**src/rtl/sl_link_ctrl_if.sv**
```systemverilog
// Bundle of FIFO, transmit, receive and status signals between the SL link
// controller (master) and its surrounding FIFOs/core (slave).
interface sl_link_ctrl_if #(
    parameter int CONFIG_W  = 16,
    parameter int STATUS_W  = 16,
    parameter int CHANNEL_W = 2
);
    logic                 fifo_read_empty;
    logic [33:0]          fifo_read_data;
    logic                 fifo_read_inc;
    logic                 fifo_write_full;
    logic [33:0]          fifo_write_data;
    logic                 fifo_write_inc;
    logic [CONFIG_W-1:0]  config_r;
    logic [CHANNEL_W-1:0] channel_r;
    logic [31:0]          tx_data;
    logic                 tx_valid;
    logic                 tx_ready;
    logic [31:0]          rx_data;
    logic                 rx_valid;
    logic                 rx_ack;
    logic [STATUS_W-1:0]  status_in;
    logic                 cmd_err;

    modport master (
        input  fifo_read_empty, fifo_read_data, fifo_write_full,
        input  tx_ready, rx_data, rx_valid, status_in,
        output fifo_read_inc, fifo_write_data, fifo_write_inc,
        output config_r, channel_r, tx_data, tx_valid, rx_ack, cmd_err
    );

    modport slave (
        output fifo_read_empty, fifo_read_data, fifo_write_full,
        output tx_ready, rx_data, rx_valid, status_in,
        input  fifo_read_inc, fifo_write_data, fifo_write_inc,
        input  config_r, channel_r, tx_data, tx_valid, rx_ack, cmd_err
    );
endinterface

```
**src/rtl/sl_link_ctrl.sv**
```systemverilog
// Core-side SL link controller: pops and decodes APB->core command words and
// arbitrates core requesters onto the core->APB FIFO write port.
module sl_link_ctrl #(
    parameter int CONFIG_W  = 16,
    parameter int STATUS_W  = 16,
    parameter int CHANNEL_W = 2
) (
    input  logic           clk,
    input  logic           rst_n,
    sl_link_ctrl_if.master bus
);
    localparam logic [1:0] MOD_CONFIG  = 2'd0;
    localparam logic [1:0] MOD_DATA    = 2'd1;
    localparam logic [1:0] MOD_STATUS  = 2'd2;
    localparam logic [1:0] MOD_CHANNEL = 2'd3;

    localparam logic [1:0] POP_IDLE    = 2'd0;
    localparam logic [1:0] POP_POP     = 2'd1;
    localparam logic [1:0] POP_SETTLE  = 2'd2;

    localparam logic [1:0] PSH_IDLE    = 2'd0;
    localparam logic [1:0] PSH_PUSH    = 2'd1;
    localparam logic [1:0] PSH_COOL    = 2'd2;

    logic [1:0]           r_pop_state;
    logic [33:0]          r_cmd;
    logic                 r_fifo_read_inc;
    logic [CONFIG_W-1:0]  r_config;
    logic [CHANNEL_W-1:0] r_channel;
    logic [31:0]          r_tx_data;
    logic                 r_tx_valid;
    logic                 r_cmd_err;
    logic                 r_cfg_echo_pend;
    logic                 r_ch_echo_pend;
    logic [1:0]           r_psh_state;
    logic                 r_fifo_write_inc;
    logic [33:0]          r_fifo_write_data;
    logic                 r_rx_ack;
    logic [STATUS_W-1:0]  r_last_status;

    logic        w_pop_start;
    logic [1:0]  w_cmd_mod;
    logic        w_in_pop;
    logic        w_req_st;
    logic        w_any_req;
    logic        w_push_go;
    logic        w_gnt_rx;
    logic        w_gnt_st;
    logic        w_gnt_cfg;
    logic        w_gnt_ch;
    logic [33:0] w_win_word;

    // A pending transmit word blocks every pop so command order is preserved.
    assign w_pop_start = (r_pop_state == POP_IDLE) && !bus.fifo_read_empty &&
                         (!r_tx_valid || bus.tx_ready);
    assign w_cmd_mod   = r_cmd[33:32];
    assign w_in_pop    = (r_pop_state == POP_POP);

    assign w_req_st  = (bus.status_in != r_last_status);
    assign w_any_req = bus.rx_valid || w_req_st || r_cfg_echo_pend || r_ch_echo_pend;
    // COOL also decides, so back-to-back pushes land two cycles apart.
    assign w_push_go = (r_psh_state != PSH_PUSH) && w_any_req && !bus.fifo_write_full;

    assign w_gnt_rx  = bus.rx_valid;
    assign w_gnt_st  = !bus.rx_valid && w_req_st;
    assign w_gnt_cfg = !bus.rx_valid && !w_req_st && r_cfg_echo_pend;
    assign w_gnt_ch  = !bus.rx_valid && !w_req_st && !r_cfg_echo_pend && r_ch_echo_pend;

    // Word presented by the highest-priority active requester.
    always_comb begin
        w_win_word = 34'b0;
        if (w_gnt_rx) begin
            w_win_word = {MOD_DATA, bus.rx_data};
        end else if (w_gnt_st) begin
            w_win_word = {MOD_STATUS, 32'(bus.status_in)};
        end else if (w_gnt_cfg) begin
            w_win_word = {MOD_CONFIG, 32'(r_config)};
        end else if (w_gnt_ch) begin
            w_win_word = {MOD_CHANNEL, 32'(r_channel)};
        end else begin
            w_win_word = 34'b0;
        end
    end

    // Pop FSM and command dispatch into the core registers.
    always_ff @(posedge clk or negedge rst_n) begin
        if (!rst_n) begin
            r_pop_state     <= POP_IDLE;
            r_cmd           <= 34'b0;
            r_fifo_read_inc <= 1'b0;
            r_config        <= '0;
            r_channel       <= '0;
            r_tx_data       <= 32'b0;
            r_tx_valid      <= 1'b0;
            r_cmd_err       <= 1'b0;
        end else begin
            r_fifo_read_inc <= 1'b0;
            r_cmd_err       <= 1'b0;
            if (r_tx_valid && bus.tx_ready) begin
                r_tx_valid <= 1'b0;
            end
            case (r_pop_state)
                POP_IDLE: begin
                    if (w_pop_start) begin
                        r_cmd           <= bus.fifo_read_data;
                        r_fifo_read_inc <= 1'b1;
                        r_pop_state     <= POP_POP;
                    end
                end
                POP_POP: begin
                    r_pop_state <= POP_SETTLE;
                    case (w_cmd_mod)
                        MOD_CONFIG:  r_config  <= r_cmd[CONFIG_W-1:0];
                        MOD_CHANNEL: r_channel <= r_cmd[CHANNEL_W-1:0];
                        MOD_DATA: begin
                            r_tx_data  <= r_cmd[31:0];
                            r_tx_valid <= 1'b1;
                        end
                        MOD_STATUS:  r_cmd_err <= 1'b1;
                        default:     r_cmd_err <= 1'b0;
                    endcase
                end
                POP_SETTLE: r_pop_state <= POP_IDLE;
                default:    r_pop_state <= POP_IDLE;
            endcase
        end
    end

    // Echo-pending flags; a new set beats a same-cycle clear so a fresh echo follows.
    always_ff @(posedge clk or negedge rst_n) begin
        if (!rst_n) begin
            r_cfg_echo_pend <= 1'b0;
            r_ch_echo_pend  <= 1'b0;
        end else begin
            if (w_in_pop && (w_cmd_mod == MOD_CONFIG)) begin
                r_cfg_echo_pend <= 1'b1;
            end else if (w_push_go && w_gnt_cfg) begin
                r_cfg_echo_pend <= 1'b0;
            end
            if (w_in_pop && (w_cmd_mod == MOD_CHANNEL)) begin
                r_ch_echo_pend <= 1'b1;
            end else if (w_push_go && w_gnt_ch) begin
                r_ch_echo_pend <= 1'b0;
            end
        end
    end

    // Push arbiter: payload and strobes are captured on entry to PUSH.
    always_ff @(posedge clk or negedge rst_n) begin
        if (!rst_n) begin
            r_psh_state       <= PSH_IDLE;
            r_fifo_write_inc  <= 1'b0;
            r_fifo_write_data <= 34'b0;
            r_rx_ack          <= 1'b0;
            r_last_status     <= '0;
        end else begin
            r_fifo_write_inc <= 1'b0;
            r_rx_ack         <= 1'b0;
            case (r_psh_state)
                PSH_IDLE, PSH_COOL: begin
                    if (w_push_go) begin
                        r_psh_state       <= PSH_PUSH;
                        r_fifo_write_inc  <= 1'b1;
                        r_fifo_write_data <= w_win_word;
                        r_rx_ack          <= w_gnt_rx;
                        if (w_gnt_st) begin
                            r_last_status <= bus.status_in;
                        end
                    end else begin
                        r_psh_state <= PSH_IDLE;
                    end
                end
                PSH_PUSH: r_psh_state <= PSH_COOL;
                default:  r_psh_state <= PSH_IDLE;
            endcase
        end
    end

    assign bus.fifo_read_inc   = r_fifo_read_inc;
    assign bus.fifo_write_inc  = r_fifo_write_inc;
    assign bus.fifo_write_data = r_fifo_write_data;
    assign bus.config_r        = r_config;
    assign bus.channel_r       = r_channel;
    assign bus.tx_data         = r_tx_data;
    assign bus.tx_valid        = r_tx_valid;
    assign bus.rx_ack          = r_rx_ack;
    assign bus.cmd_err         = r_cmd_err;
endmodule

```
**src/flat_wrapper.sv**
```systemverilog
// flat-port wrapper written by rule: the top's interface ports become plain ports
module sl_link_ctrl_flat 
#(
    parameter int CONFIG_W  = 16,
    parameter int STATUS_W  = 16,
    parameter int CHANNEL_W = 2
)
  (clk, rst_n, bus_fifo_read_empty, bus_fifo_read_data, bus_fifo_write_full, bus_tx_ready, bus_rx_data, bus_rx_valid, bus_status_in, bus_fifo_read_inc, bus_fifo_write_data, bus_fifo_write_inc, bus_config_r, bus_channel_r, bus_tx_data, bus_tx_valid, bus_rx_ack, bus_cmd_err);
  sl_link_ctrl_if #(.CONFIG_W(CONFIG_W), .STATUS_W(STATUS_W), .CHANNEL_W(CHANNEL_W)) bus_i ();
  input  logic clk;
  input  logic rst_n;
  input wire logic [$bits(bus_i.fifo_read_empty)-1:0] bus_fifo_read_empty;
  input wire logic [$bits(bus_i.fifo_read_data)-1:0] bus_fifo_read_data;
  input wire logic [$bits(bus_i.fifo_write_full)-1:0] bus_fifo_write_full;
  input wire logic [$bits(bus_i.tx_ready)-1:0] bus_tx_ready;
  input wire logic [$bits(bus_i.rx_data)-1:0] bus_rx_data;
  input wire logic [$bits(bus_i.rx_valid)-1:0] bus_rx_valid;
  input wire logic [$bits(bus_i.status_in)-1:0] bus_status_in;
  output wire logic [$bits(bus_i.fifo_read_inc)-1:0] bus_fifo_read_inc;
  output wire logic [$bits(bus_i.fifo_write_data)-1:0] bus_fifo_write_data;
  output wire logic [$bits(bus_i.fifo_write_inc)-1:0] bus_fifo_write_inc;
  output wire logic [$bits(bus_i.config_r)-1:0] bus_config_r;
  output wire logic [$bits(bus_i.channel_r)-1:0] bus_channel_r;
  output wire logic [$bits(bus_i.tx_data)-1:0] bus_tx_data;
  output wire logic [$bits(bus_i.tx_valid)-1:0] bus_tx_valid;
  output wire logic [$bits(bus_i.rx_ack)-1:0] bus_rx_ack;
  output wire logic [$bits(bus_i.cmd_err)-1:0] bus_cmd_err;
  assign bus_i.fifo_read_empty = bus_fifo_read_empty;
  assign bus_i.fifo_read_data = bus_fifo_read_data;
  assign bus_i.fifo_write_full = bus_fifo_write_full;
  assign bus_i.tx_ready = bus_tx_ready;
  assign bus_i.rx_data = bus_rx_data;
  assign bus_i.rx_valid = bus_rx_valid;
  assign bus_i.status_in = bus_status_in;
  assign bus_fifo_read_inc = bus_i.fifo_read_inc;
  assign bus_fifo_write_data = bus_i.fifo_write_data;
  assign bus_fifo_write_inc = bus_i.fifo_write_inc;
  assign bus_config_r = bus_i.config_r;
  assign bus_channel_r = bus_i.channel_r;
  assign bus_tx_data = bus_i.tx_data;
  assign bus_tx_valid = bus_i.tx_valid;
  assign bus_rx_ack = bus_i.rx_ack;
  assign bus_cmd_err = bus_i.cmd_err;
  sl_link_ctrl #(.CONFIG_W(CONFIG_W), .STATUS_W(STATUS_W), .CHANNEL_W(CHANNEL_W)) u_core (.clk(clk), .rst_n(rst_n), .bus(bus_i));
endmodule
```
**config.mk**
```make
export PLATFORM = sky130hd
export DESIGN_NAME = sl_link_ctrl_flat
export DESIGN_NICKNAME = d
export VERILOG_FILES = /design/src/rtl/sl_link_ctrl_if.sv /design/src/rtl/sl_link_ctrl.sv /design/src/flat_wrapper.sv
export SDC_FILE = /design/constraint.sdc
export NUM_CORES = 1
export LEC_CHECK = 0
export ABC_AREA = 1
export CAP_MARGIN = 20
export CORE_MARGIN = 4
export CORE_UTILIZATION = 47
export DETAILED_ROUTE_END_ITERATION = 12
export MAX_ROUTING_LAYER = met4
export PLACE_DENSITY = 0.85
export SYNTH_ARGS = -nofsm -noshare
export SYNTH_HDL_FRONTEND = slang
export SYNTH_SLANG_ARGS = --single-unit
```
**constraint.sdc**
```tcl
create_clock -name clk -period 1.8 [get_ports clk]
set_input_delay 0.27 -clock clk [delete_from_list [all_inputs] [get_ports clk]]
set_output_delay 0.27 -clock clk [all_outputs]
set_load 0.1 [all_outputs]
```
## Word level (Yosys, flattened, before mapping)

Cells that the tools add are included.

- Word-level logic and storage cells: 83
- Output and inout bits: 89
- Flip-flop bits (word level): 145

- Equal/unequal tests: 9
- Reduce and logical (&&, ||, !) cells: 36
- Mux-type cells: 23

Operator list:

| cell | number |
|---|---|
| $mux W34 | 4 |
| $mux W1 | 16 |
| $ne A16 B16 Y1 | 1 |
| $logic_and A1 B1 Y1 | 14 |
| $reduce_and A2 Y1 | 5 |
| $pmux W2 S2 | 2 |
| $eq A2 B1 Y1 const B | 3 |
| $eq A2 B2 Y1 const B | 3 |
| $logic_not A1 Y1 | 6 |
| $logic_not A2 Y1 | 3 |
| $logic_or A1 B1 Y1 | 4 |
| $ne A2 B1 Y1 const B | 2 |
| $reduce_bool A2 Y1 | 2 |
| $reduce_and A3 Y1 | 1 |
| $mux W2 | 1 |
| $reduce_or A2 Y1 | 1 |

## Longest topological paths before layout

- Depth after elaboration: 9
- Gate-level depth with buffers: 14

## Worst setup path after synthesis

OpenSTA, ideal clock, no wires.

- Path type: register -> register
- Start: register u_core.r_tx_valid (netlist: u_core.bus.tx_valid)
- End: register u_core.r_cmd[32]
- Arrival time: 1.925 ns
- Path buffers: 1
- Stages on the path, launching flop included: 6
- Slack: -0.250 ns
- Cells stage by stage: dfrtp_1 > inv_1 > nor2_1 > nor4_1 > buf_2 > mux2_2

- Word-level cells in the longest chain between the ends: 4

Ends and longest elaborated chain:

| element | RTL line | text |
|---|---|---|
| start: declaration | sl_link_ctrl.sv:31 | `logic r_tx_valid;` |
| start signal: assignment | sl_link_ctrl.sv:94 | `r_tx_valid <= 1'b0;` |
| start signal: assignment | sl_link_ctrl.sv:100 | `r_tx_valid <= 1'b0;` |
| start signal: assignment | sl_link_ctrl.sv:117 | `r_tx_valid <= 1'b1;` |
| $logic_not A1 Y1 | sl_link_ctrl.sv:55 | `(!r_tx_valid \|\| bus.tx_ready);` |
| $logic_or A1 B1 Y1 | sl_link_ctrl.sv:55 |  |
| $logic_and A1 B1 Y1 | sl_link_ctrl.sv:54 | `assign w_pop_start = (r_pop_state == POP_IDLE) && !bus.fifo_read_empty &&` |
| $reduce_and A2 Y1 (no line) | -- |  |
| end signal: assignment | sl_link_ctrl.sv:105 | `r_cmd <= bus.fifo_read_data;` |
| end: declaration | sl_link_ctrl.sv:26 | `logic [33:0] r_cmd;` |

No other way between the ends.
A chain may end at the register's enable or synchronous reset.

## Worst setup path after layout

- Start: register u_core.r_last_status[15]
- End: register u_core.r_last_status[14]

- Word-level cells in the longest chain between the ends: 7
- Elaborated cells on any way between the ends: 8
- Classes of those cells: eq/ne: 1; reduce/logical: 7

Ends and longest elaborated chain:

| element | RTL line | text |
|---|---|---|
| start: declaration | sl_link_ctrl.sv:39 | `logic [STATUS_W-1:0] r_last_status;` |
| start signal: assignment | sl_link_ctrl.sv:167 | `r_last_status <= bus.status_in;` |
| $ne A16 B16 Y1 (*) | sl_link_ctrl.sv:59 | `assign w_req_st = (bus.status_in != r_last_status);` |
| $logic_or A1 B1 Y1 (3 in series) | sl_link_ctrl.sv:60 | `assign w_any_req = bus.rx_valid \|\| w_req_st \|\| r_cfg_echo_pend \|\| r_ch_echo_pend;` |
| $logic_and A1 B1 Y1 (2 in series) | sl_link_ctrl.sv:62 | `assign w_push_go = (r_psh_state != PSH_PUSH) && w_any_req && !bus.fifo_write_full;` |
| $reduce_and A3 Y1 (no line) (*) | -- |  |

Mark *: on every way between the ends. The rest lies on a longest branch, timed or not.

==> results by group <==
Die
  – Core area: 0.0123 mm²
  – Rows: 40
  – Die width: 121 µm
  – Initial Util: 48.8%
  – DIE AREA: ~0.015 mm²
  – # IOs: 177
  – Die Y: roughly 120 µm

Place
  – PortBufs: 176
  – DP Cell Count: 1,041
  – DP Wirelength: 11.8 mm
  – GPL Wtd Cong: approximately 0.89

Drt
  – Total number of vias: ~5,200
  – DR pass1 iterations: 5
  – Routed wire per std cell: 15.2 µm
  – Wire length on met1: 6.78 mm
  – DRT Wirelength: 16.4 mm
  – Detail Route Antenna Nets: 0
  – Uppermost routed layer: met4
  – Routed length on met3: around 1.5 mm
  – Met2 wire length: 7.87 mm
  – Drt drc: 0
  – First DRT Iteration DRCs: 349
  – Vias/cell: 4.83

STA
  – Worst setup margin: -11.2 ps
  – Final setup violation count: 2
  – Crit share post-route: 101%
  – Worst slew pin tran: 394 ps
  – Max Fclk: 0.552 GHz
  – Setup Skew: 6.61 ps
  – Final Max Slew Viols: 0
  – RSZ-0062 raised after global routing: yes
  – Slew headroom: roughly 74%
  – Final Hold Fails: 0
  – Min Tclk post-route: 1810 ps

Clock network
  – Clock-pin slew on the worst setup and hold paths: 60 ps
  – CTS tree: done
  – CTS max path bufs: 2
  – CTS root buf: clkbuf_16
  – Clk_lat worst skew: 420 ps
  – Clock buffer count from CTS: 17
  – CTS H-Tree Depth: 4
  – CTS Sinks: between 100 and 150

Synth
  – Top_reg_cell synth: dfrtp_1
  – Count leader, synth: nand2_1
  – Register area share after synthesis: between 60% and 70%
  – Post-synthesis cell count: 689
  – Dominant cell type by area after synthesis: dfrtp_1
  – Async SR Flop Fraction: 100%
  – Mapped Avg Cell Area: 8.69 µm²
  – Area share of the largest cell type after synthesis: 60.6%
  – Synth area leaders: dfrtp_1 61%, nand2_1 19%, o21ai_0 7.0%
  – Yosys cell types: 23
  – FF+latch count, synth: 145
  – Yosys Warn Count: 0
  – Synth cell count leaders: 309 x nand2_1, 145 x dfrtp_1, 84 x o21ai_0
  – Post-synth EDFFs: 0
  – Syn Nets: 777
  – Cell Area, Synth: around 0.0060 mm²

Critical path
  – Crit path DAT: about 2100 ps
  – R2R depth: 12
  – CP max stage delay: approximately 400 ps
  – Delay-heaviest family, CP: simple AND/OR/NAND/NOR gates
  – End of the critical path: u_core.r_last_status[14]
  – FF-to-FF setup slack: -10 ps
  – Reg-to-Reg Start: u_core.r_last_status[15]
  – Slowest CP cell: dfrtp_1
  – Reg2Reg Capture Point: u_core.r_last_status[14]
  – WP depth: 12
  – Crit path kind: reg -> reg
  – Crit path cell chain: xnor2_2 > nand2_1 > nor2_2 > nand2_2 > nor2_4 > nand4_4 > nand3_4 > buf_8 > nor2_2 > buf_12 > nand2_1 > nand2_1
  – Crit path capture type: flip-flop
  – Max FO, Critical Path: 16
  – Most used cell, CP: nand2_1
  – Critical path startpoint: u_core.r_last_status[15]
  – Crit path buf inv count: 2
  – Worst Path Required: 2110 ps
  – Worst setup SP type: flip-flop

Layout
  – Final std cells w/o fill: 1,077
  – Storage cell area: 0.00363 mm²
  – Diode count: 0
  – Fillcell total: between 800 and 900
  – Final nets: 984
  – Area Growth Syn to Fin: 50.7%
  – Layout Utilization: 73.6%
  – Area of the multi-input gates: 0.00217 mm²
  – Fraction of layout cells with a size suffix above 1: 22.3%

Power and ir drop
  – Seq pwr share: 30.7%
  – Max VDD drop: 1550 µV
  – Switch share: 48.5%
  – Share of total power in combinational logic: 48.0%
  – Power Internal: 8400 µW
  – Lkg Pwr: 0.00456 µW
  – PwrDens: 1810 mW/mm²
  – Total net switching power: 7900 µW
  – Clk pwr share: a little over a fifth

Run status
  – Outcome: finished, violations left
  – Failing checks: setup timing

Global routing
  – Total gr overflow: 0
  – Vias in the first global route: around 5,000
  – Pin count of the biggest net entering global routing: 65
  – Antenna violations before repair: 0
  – First-pass GRT wire length: 25.5 mm
  – Total Routing Usage GR: 23.1%

Min path
  – Worst Hold Class: in -> async

Flow run
  – Max-cap violation count: 0
[kinds of logic after synthesis]
kind of cell / count (synthesis) / synth area share, %
multiplexers: 1 / 0.188
XOR/XNOR: 11 / 1.61
AO/OA/AOI/OAI: 88 / 7.35
flip-flops: 145 / 60.6
buffers and inverters: 89 / 6.35
AND/OR/NAND/NOR: 355 / 23.9
[layout make-up]
class / count / share of cell area (%)
tap: 168 / 2.33
timing repair buffer: 217 / 24.3
multi-input combinational: 455 / 24.1
clock buffer: 21 / 5.10
inverter: 60 / 2.58
clock inverter: 11 / 1.44
sequential: 145 / 40.2
[registers in the layout, indices dropped and copies added (netlist names)]
register / cells
u_core.r_ch_echo_pend: 1
u_core.bus.fifo_read_inc: 1
u_core.bus.tx_data: 32
u_core.bus.fifo_write_data: 34
u_core.r_cfg_echo_pend: 1
u_core.bus.tx_valid: 1
u_core.bus.cmd_err: 1
u_core.r_cmd: 34
u_core.bus.fifo_write_inc: 1
u_core.bus.channel_r: 2
u_core.bus.rx_ack: 1
u_core.bus.config_r: 16
u_core.r_psh_state: 2
u_core.r_last_status: 16
u_core.r_pop_state: 2
[metrics by stage]
stage	cell area [µm²]	hold WS [ps]	setup TNS, ps	total power (µW)	setup WS [ps]
3_3_place_gp	8200	194	-22410	12700	-468
4_1_cts	8840	326	0	16400	2.24
3_5_place_dp	8200	201	-23380	12800	-484
5_1_grt	9020	354	-4330	17000	-121
2_1_floorplan	6000	-25.6	0	10300	79.8
6_report	9020	319	-12.3	16300	-11.2
[power by group through the flow]
stage	logic, µW	registers, µW	clock network, µW
after floorplan	1330	9000	0
after global placement	7650	5010	0
after detailed placement	7780	5030	0
after CTS	7830	5000	3540
after global routing	8200	5120	3690
final	7820	5000	3480
[layout by cell type, fill, tap and decap left out, drive strengths merged, types with 2 or more instances in the layout]
master	count
clkdlybuf4s50	86
o21ai	86
nand3	21
nor2	17
clkinvlp	4
clkbuf	21
nor4	3
dfrtp	145
nand4	5
xnor2	11
buf	130
inv	62
a21oi	2
nand2	309
bufinv	2
clkinv	3
[what timing repair did]
| item | 4_1_cts | 5_1_grt |
|---|---|---|
| pin swaps | 5 | 20 |
| gates resized for setup | 13 | 41 |
| buffers inserted | 0 | 3 |
| endpoints found under the hold margin | 35 | 0 |
| setup endpoints to repair | 51 | 50 |
| cloned | 0 | 0 |
| hold buffers | 1 | 0 |
[layer usage]
metal / up-vias / track usage (%)
met5: - / -
met3: 19 / 7.04
li1: 2550 / -
met4: 0 / 7.93
met1: 2440 / 28.7
met2: 194 / 36.2
[worst min path at each step]
stage / endpoint / depth (start not counted) / start
final: u_core.r_last_status[2] / 2 / rst_n
after global routing: u_core.r_last_status[3] / 2 / rst_n
after CTS: u_core.r_last_status[2] / 2 / rst_n
after detailed placement: u_core.r_last_status[2] / 1 / rst_n
after global placement: u_core.r_last_status[2] / 1 / rst_n
after floorplan: u_core.bus.channel_r[0] / 0 / rst_n
Note: power is estimated with default switching activity, not from simulation.
